[src/rtl/hdmi_rx_i2c_reg_xfer.sv]
// Register-transaction engine: expands one register read/write request into the
// I2C byte-controller command sequence, with NACK retry, arbitration-loss and timeout handling.
module hdmi_rx_i2c_reg_xfer #(
   parameter int MAX_RETRY   = 2,
   parameter int TIMEOUT_CYC = 65535,
   parameter int GAP_CYC     = 4
) (
   input  logic       clk,
   input  logic       reset,
   input  logic       req_valid,
   output logic       req_ready,
   input  logic       req_rw,
   input  logic [7:0] req_dev,
   input  logic [7:0] req_reg,
   input  logic [7:0] req_wdata,
   output logic       rsp_valid,
   output logic [7:0] rsp_rdata,
   output logic [1:0] rsp_err,
   output logic       i2c_start,
   output logic       i2c_stop,
   output logic       i2c_read,
   output logic       i2c_write,
   output logic       i2c_ack_out,
   output logic [7:0] i2c_din,
   input  logic       i2c_cmd_ack,
   input  logic       i2c_ack_in,
   input  logic [7:0] i2c_dout,
   input  logic       i2c_al
);

   typedef enum logic [3:0] {
      S_IDLE, S_DEV, S_REG, S_RDEV, S_RD, S_DATA, S_STOPONLY, S_GAP, S_DONE
   } state_t;

   localparam logic [1:0]  ERR_OK    = 2'd0;
   localparam logic [1:0]  ERR_NACK  = 2'd1;
   localparam logic [1:0]  ERR_AL    = 2'd2;
   localparam logic [1:0]  ERR_TO    = 2'd3;
   localparam logic [15:0] TO_LAST   = 16'(TIMEOUT_CYC - 1);
   localparam logic [15:0] GAP_LAST  = 16'(GAP_CYC - 1);
   localparam logic [7:0]  RETRY_MAX = 8'(MAX_RETRY);

   state_t      state, state_nxt, ret, ret_nxt;
   logic [15:0] cnt;
   logic [7:0]  retry_cnt;
   logic        rw_q;
   logic [7:0]  dev_q, reg_q, wdata_q;
   logic        accept, cmd_phase, timed_out, retry_inc;
   logic [1:0]  fin_err;
   logic [7:0]  fin_rdata;

   assign accept    = req_valid && req_ready;
   assign cmd_phase = state inside {S_DEV, S_REG, S_RDEV, S_RD, S_DATA, S_STOPONLY};
   assign timed_out = cmd_phase && !i2c_cmd_ack && (cnt == TO_LAST);
   assign rsp_valid = (state == S_DONE);

   // NOTE: every always_comb output gets a default first, so no path can infer a latch.
   always_comb begin
      state_nxt = state;
      ret_nxt   = ret;
      retry_inc = 1'b0;
      fin_err   = ERR_OK;
      fin_rdata = 8'h00;
      if (state == S_IDLE) begin
         if (accept) state_nxt = S_DEV;
      end else if (state == S_DONE) begin
         state_nxt = S_IDLE;
      end else if (i2c_al) begin
         // Arbitration loss wins over a coincident cmd_ack; the bus is no longer ours.
         state_nxt = S_DONE;
         fin_err   = ERR_AL;
      end else if (timed_out) begin
         state_nxt = S_DONE;
         fin_err   = ERR_TO;
      end else begin
         case (state)
            S_GAP: if (cnt == GAP_LAST) state_nxt = ret;
            S_DEV, S_REG, S_RDEV: begin
               if (i2c_cmd_ack) begin
                  state_nxt = S_GAP;
                  if (i2c_ack_in)            ret_nxt = S_STOPONLY;
                  else if (state == S_DEV)   ret_nxt = S_REG;
                  else if (state == S_RDEV)  ret_nxt = S_RD;
                  else                       ret_nxt = rw_q ? S_RDEV : S_DATA;
               end
            end
            S_RD: begin
               if (i2c_cmd_ack) begin
                  state_nxt = S_DONE;
                  fin_rdata = i2c_dout;
               end
            end
            S_DATA, S_STOPONLY: begin
               // The bus is released here, so a NACK leads straight to retry-or-fail.
               if (i2c_cmd_ack && (state == S_STOPONLY || i2c_ack_in)) begin
                  if (retry_cnt < RETRY_MAX) begin
                     retry_inc = 1'b1;
                     state_nxt = S_GAP;
                     ret_nxt   = S_DEV;
                  end else begin
                     state_nxt = S_DONE;
                     fin_err   = ERR_NACK;
                  end
               end else if (i2c_cmd_ack) begin
                  state_nxt = S_DONE;
               end
            end
            default: state_nxt = S_IDLE;
         endcase
      end
   end

   always_comb begin
      i2c_start   = 1'b0;
      i2c_stop    = 1'b0;
      i2c_read    = 1'b0;
      i2c_write   = 1'b0;
      i2c_ack_out = 1'b0;
      i2c_din     = 8'h00;
      if (!i2c_al) begin
         case (state)
            S_DEV:      begin i2c_start = 1'b1; i2c_write = 1'b1; i2c_din = dev_q & 8'hFE; end
            S_REG:      begin i2c_write = 1'b1; i2c_din = reg_q; end
            S_RDEV:     begin i2c_start = 1'b1; i2c_write = 1'b1; i2c_din = dev_q | 8'h01; end
            S_DATA:     begin i2c_write = 1'b1; i2c_stop = 1'b1; i2c_din = wdata_q; end
            S_RD:       begin i2c_read = 1'b1; i2c_stop = 1'b1; i2c_ack_out = 1'b1; end
            S_STOPONLY: i2c_stop = 1'b1;
            default:    ;
         endcase
      end
   end

   // NOTE: sequential state uses non-blocking assignments so all registers update from pre-edge values.
   always_ff @(posedge clk) begin
      if (reset) begin
         state     <= S_IDLE;
         ret       <= S_IDLE;
         cnt       <= 16'd0;
         retry_cnt <= 8'd0;
         req_ready <= 1'b0;
         rsp_err   <= ERR_OK;
         rsp_rdata <= 8'h00;
         rw_q      <= 1'b0;
         dev_q     <= 8'h00;
         reg_q     <= 8'h00;
         wdata_q   <= 8'h00;
      end else begin
         state     <= state_nxt;
         ret       <= ret_nxt;
         req_ready <= (state_nxt == S_IDLE);
         // Counter restarts on every state change: it is the per-step timeout and the gap timer.
         if (state_nxt != state || !(cmd_phase || state == S_GAP)) cnt <= 16'd0;
         else                                                     cnt <= cnt + 16'd1;
         if (accept) begin
            rw_q      <= req_rw;
            dev_q     <= req_dev;
            reg_q     <= req_reg;
            wdata_q   <= req_wdata;
            retry_cnt <= 8'd0;
         end else if (retry_inc) begin
            retry_cnt <= retry_cnt + 8'd1;
         end
         if (state_nxt == S_DONE && state != S_DONE) begin
            rsp_err   <= fin_err;
            rsp_rdata <= fin_rdata;
         end
      end
   end

endmodule

[config.mk]
export PLATFORM = sky130hd
export DESIGN_NAME = hdmi_rx_i2c_reg_xfer
export DESIGN_NICKNAME = d
export VERILOG_FILES = /design/src/rtl/hdmi_rx_i2c_reg_xfer.sv
export SDC_FILE = /design/constraint.sdc
export NUM_CORES = 1
export LEC_CHECK = 0
export CORE_MARGIN = 3
export CORE_UTILIZATION = 40
export DETAILED_ROUTE_END_ITERATION = 16
export MAX_ROUTING_LAYER = met4
export SETUP_SLACK_MARGIN = 0.4
export SLEW_MARGIN = 20
export SYNTH_ARGS = -nofsm -noshare
export SYNTH_HDL_FRONTEND = slang
export SYNTH_SLANG_ARGS = --single-unit
[constraint.sdc]
create_clock -name clk -period 2.5 [get_ports clk]
set_clock_uncertainty 0.05 [all_clocks]
set_input_delay 0.5 -clock clk [delete_from_list [all_inputs] [get_ports clk]]
set_output_delay 0.5 -clock clk [all_outputs]
set_load 0.01 [all_outputs]
==> flow_results.org <==
** Yosys
- Post-synthesis sequential area ratio :: 39.0%
- Most common flop cell mapped by yosys :: dfxtp_1
- Post-Synthesis Cells :: 420
- Share of synthesized flip-flops with an asynchronous set or reset :: 0%
- The number of nets handed over by synthesis was 462.
- Yosys mapped a number of flops with a built-in enable equal to 0.
- Post-synthesis cell type count :: 62
- Post-synth design cell area :: 3390 um2
- Ys Warns :: 0
- Seq cells post-synth :: 66
- Average instance area after synthesis :: 8.06 um2

** Setup path
- STA puts the critical path data required time at 2.71 ns.
- Counting both buffers and inverters, the worst setup path holds a total of 4.
- Data on the critical path arrives at its endpoint at 2.35 ns.
- The worst setup path is captured at a flop.
- Top delay family on crit path :: simple AND/OR/NAND/NOR gates
- Cell with the most instances on the worst path :: buf_6
- Type of the worst setup path :: flop to flop
- STA classifies the critical path startpoint as a flop.
- In this design, the stage delay of the slowest critical-path cell is 0.36 ns.
- Largest fanout on the critical path :: 16
- The signal on the critical path passes through buf_6, buf_6, or3_4, buf_6, o21ai_4, nor4_4, nor3_1, o211ai_4, buf_12, nor3b_4.
- Slowest cell on the critical path :: dfxtp_4

** Clocking
- CTS buffer count :: 9
- The clock net in this run drives a total of 66 sinks.
- Maximum buffer depth of the clock tree :: 2
- Clock latency on the worst-skew pair, taken at its later pin, is 0.34 ns.
- Root Buffer Master :: clkbuf_8
- The H-tree generated during clock tree synthesis spans 3 levels.
- TritonCTS built the clock tree.
- CTS clock-pin slew for the worst setup and hold paths :: 0.07 ns

** Placement
- Counting tap cells, the placed design contains a total of 593 instances.
- Routability-driven placement finished with a final weighted congestion of 0.891.
- Number of I/O port buffers :: 62
- After legalization and detailed placement, the total HPWL measured 6380 um.
- Post-detailed-placement cell area :: 4270 um2
- Worst-case setup slack after placement :: -0.181 ns

** Cells and area
- Compared with the post-synthesis result, the final layout area differs by 48.4%.
- With fillers left out, the area of the finished cells amounts to 5020 um2.
- Layout cell share with drive strength beyond 1 :: 34.8%
- After the flow finishes, the layout carries non-filler instances totaling 640.
- At the end of the flow, the number of nets in the layout was 575.
- Number of antenna repair diodes :: 0

** GRT
- Number of antenna violations at the first check in global routing :: 0
- Global routing used 20.1% of the available tracks across all layers.
- Global-route wire length before repair :: 15300 um
- Entering global routing, the biggest net connects 47 pins.
- Met1 usage in global routing :: 27.1%
- The number of global-route vias before repair is 3138.
- For this run the aggregate overflow at the end of global routing stands at 0.
- Met2 global-route usage :: 30.3%
- Busiest layer in global routing :: met2
- Fraction of met3 tracks used by global routing :: 4.21%

** STA
- Static timing analysis puts the maximum clock frequency at 468 MHz.
- Number of setup violations in the final report :: 0
- The worst path meets setup with 0.363 ns of slack.
- Setup repair after global routing could not meet its margin everywhere.
- Subtracting the final worst setup slack from the clock period gives 2.14 ns.
- Count of pins over their slew limit :: 0
- The hold violation count in the final report came to 0.
- Summed over all failing endpoints, the final setup total negative slack is 0 ns.
- After layout, the worst path uses 85.5% of the clock period.
- At the pin with the least slew margin, the transition time is 0.507 ns.
- Worst-case headroom to the max-slew limit :: 66.2%

** Power
- VDD sags by at most 292 uV.
- P per Cell Area :: 450 nW/um2
- Static power due to leakage :: 1.90 nW

** Drt
- Across all layers, the routed design uses 3285 vias.
- In this run, the number of DRC markers left after iteration 0 of detailed routing was 164.
- After detailed routing, the average wire length per cell comes to 15.0 um.
- Once detail routing completed, the nets flagged for antenna violations numbered 0.
- Final WL :: 9610 um
- After detailed routing, the number of remaining DRC violations is 0.
- Via-per-instance ratio :: 5.13
- Before antenna repair, the detailed router went through 4 iterations.

** Flow run
- Across the run, the number of max-cap violations was 0.

** Floorplanning
- Std-Cell Core Area :: 7970 um2
- Row generation in the floorplan step produced 32 rows.
- Die ar. :: 9600 um2
- Number of primary I/O pins :: 64
- Measured along the y axis, the die boundary spans 98 um.
- In this run the horizontal extent of the chip is 98 um.
- For this configuration, the core starts out at a cell density of 42.5%.

** Outcome
- The flow ran to the end, and the final reports show no timing, DRC or antenna violations.

** Min path
- Hold WC Path Type :: flop to flop
Yosys cell counts (2+ instances only):
cell type / instances / area, um2
mux2i_1: 2 / 20.0
a21oi_1: 38 / 190
ha_1: 3 / 37.5
o211ai_1: 3 / 22.5
xor2_1: 8 / 70.1
and3_1: 7 / 43.8
nor3_1: 9 / 45.0
nor2_2: 10 / 62.6
dfxtp_1: 66 / 1320
nor4_4: 2 / 42.5
clkbuf_1: 15 / 56.3
buf_6: 4 / 45.0
inv_1: 7 / 26.3
nand4_1: 2 / 12.5
nor4_1: 4 / 25.0
buf_2: 4 / 20.0
a21o_1: 2 / 15.0
nor2b_1: 3 / 18.8
nand2_2: 11 / 68.8
nand3_1: 9 / 45.0
a22oi_1: 18 / 135
nor3b_2: 3 / 37.5
nor2_1: 39 / 146
xnor2_1: 7 / 61.3
nand2b_1: 4 / 25.0
nand3b_1: 3 / 22.5
and2_1: 7 / 43.8
and3b_1: 2 / 17.5
nand2_1: 81 / 304
o21ai_0: 15 / 75.1
through the flow:
stage	util (%)	power, mW	hold WS, ns
floorplan	-	1.21	0.382
global placement	53.6	1.32	0.393
detailed placement	53.6	1.32	0.398
CTS	60.1	2.27	0.408
global route	63.0	2.34	0.425
finish	63.0	2.26	0.405
registers in the layout (all words and copies together) (netlist names):
signal,cells
cnt,16
ret,3
wdata_q,8
req_ready,1
rsp_err,2
rw_q,1
retry_cnt,8
reg_q,8
rsp_rdata,8
dev_q,7
state,4
power by group:
part / internal [mW] / total (mW) / switching (mW)
combinational: 0.135 / 0.252 / 0.117
clock: 0.514 / 0.926 / 0.412
sequential: 1.07 / 1.08 / 0.0157
cells by family after synthesis:
logic type	synth area share (%)
and+or+nand+nor	31.6
AOI/OAI and AO/OA	18.3
DFF	39.0
buffers and inverters	5.54
xor gates and xnor gates	3.88
adders and majority gates	1.11
muxes	0.591
repair_timing:
item / 4_1_cts / 5_1_grt
setup endpoints to repair: 49 / 45
gates resized for setup: 115 / 41
gates cloned: 0 / 1
pin swaps: 11 / 17
hold buffers: 0 / 0
buffers inserted: 18 / 12
final timing paths:
| path | end | from | cells past startpoint | slack, ns |
|---|---|---|---|---|
| setup / recovery | cnt[1] | state[1] | 10 | 0.36 |
| hold / removal | reg_q[7] | reg_q[7] | 2 | 0.41 |
| setup reg to reg | cnt[1] | state[1] | 10 | 0.36 |
| hold reg to reg | reg_q[7] | reg_q[7] | 2 | 0.41 |
layout by cell type (no fill, tap or decap), types with 5 or more instances in the layout:
| master | synthesis | layout |
|---|---|---|
| buf_4 | 1 | 47 |
| a22oi_1 | 18 | 8 |
| nand3_1 | 9 | 8 |
| a21oi_1 | 38 | 35 |
| nand2_2 | 11 | 15 |
| buf_2 | 4 | 12 |
| dfxtp_1 | 66 | 60 |
| nor2_2 | 10 | 13 |
| a22oi_2 | 0 | 10 |
| xor2_1 | 8 | 8 |
| dfxtp_4 | 0 | 6 |
| clkbuf_8 | 1 | 11 |
| and2_1 | 7 | 7 |
| nor2_1 | 39 | 33 |
| o21ai_2 | 1 | 6 |
| clkdlybuf4s50_1 | 0 | 45 |
| and3_1 | 7 | 7 |
| buf_6 | 4 | 17 |
| xnor2_1 | 7 | 6 |
| nor3_1 | 9 | 8 |
| o21ai_0 | 15 | 7 |
| nand2_1 | 81 | 77 |
| inv_1 | 7 | 5 |
area by class of cell:
cell class              count  area [um2]
clock buffers              12         155
clock inverters             4        50.0
fillers                   712        2940
inverters                   7        28.8
multi-input cells         320        2150
flip-flops and latches     66        1340
well taps                 102         128
repair buffers            129        1170
metal layers:
| layer | vias to the layer above | part of all wire (%) |
|---|---|---|
| li1 | 1662 | - |
| met1 | 1556 | 47 |
| met2 | 51 | 48 |
| met3 | 16 | 3.7 |
| met4 | 0 | 1.4 |
| met5 | - | 0 |
worst min-delay path, delay by kind of cell (launching register included):
kind / cells / cell delay [ns]
AOI/OAI and AO/OA: 1 / 0.05
DFF: 1 / 0.31
and+or+nand+nor: 1 / 0.05
(Power assumes the default switching activity.)
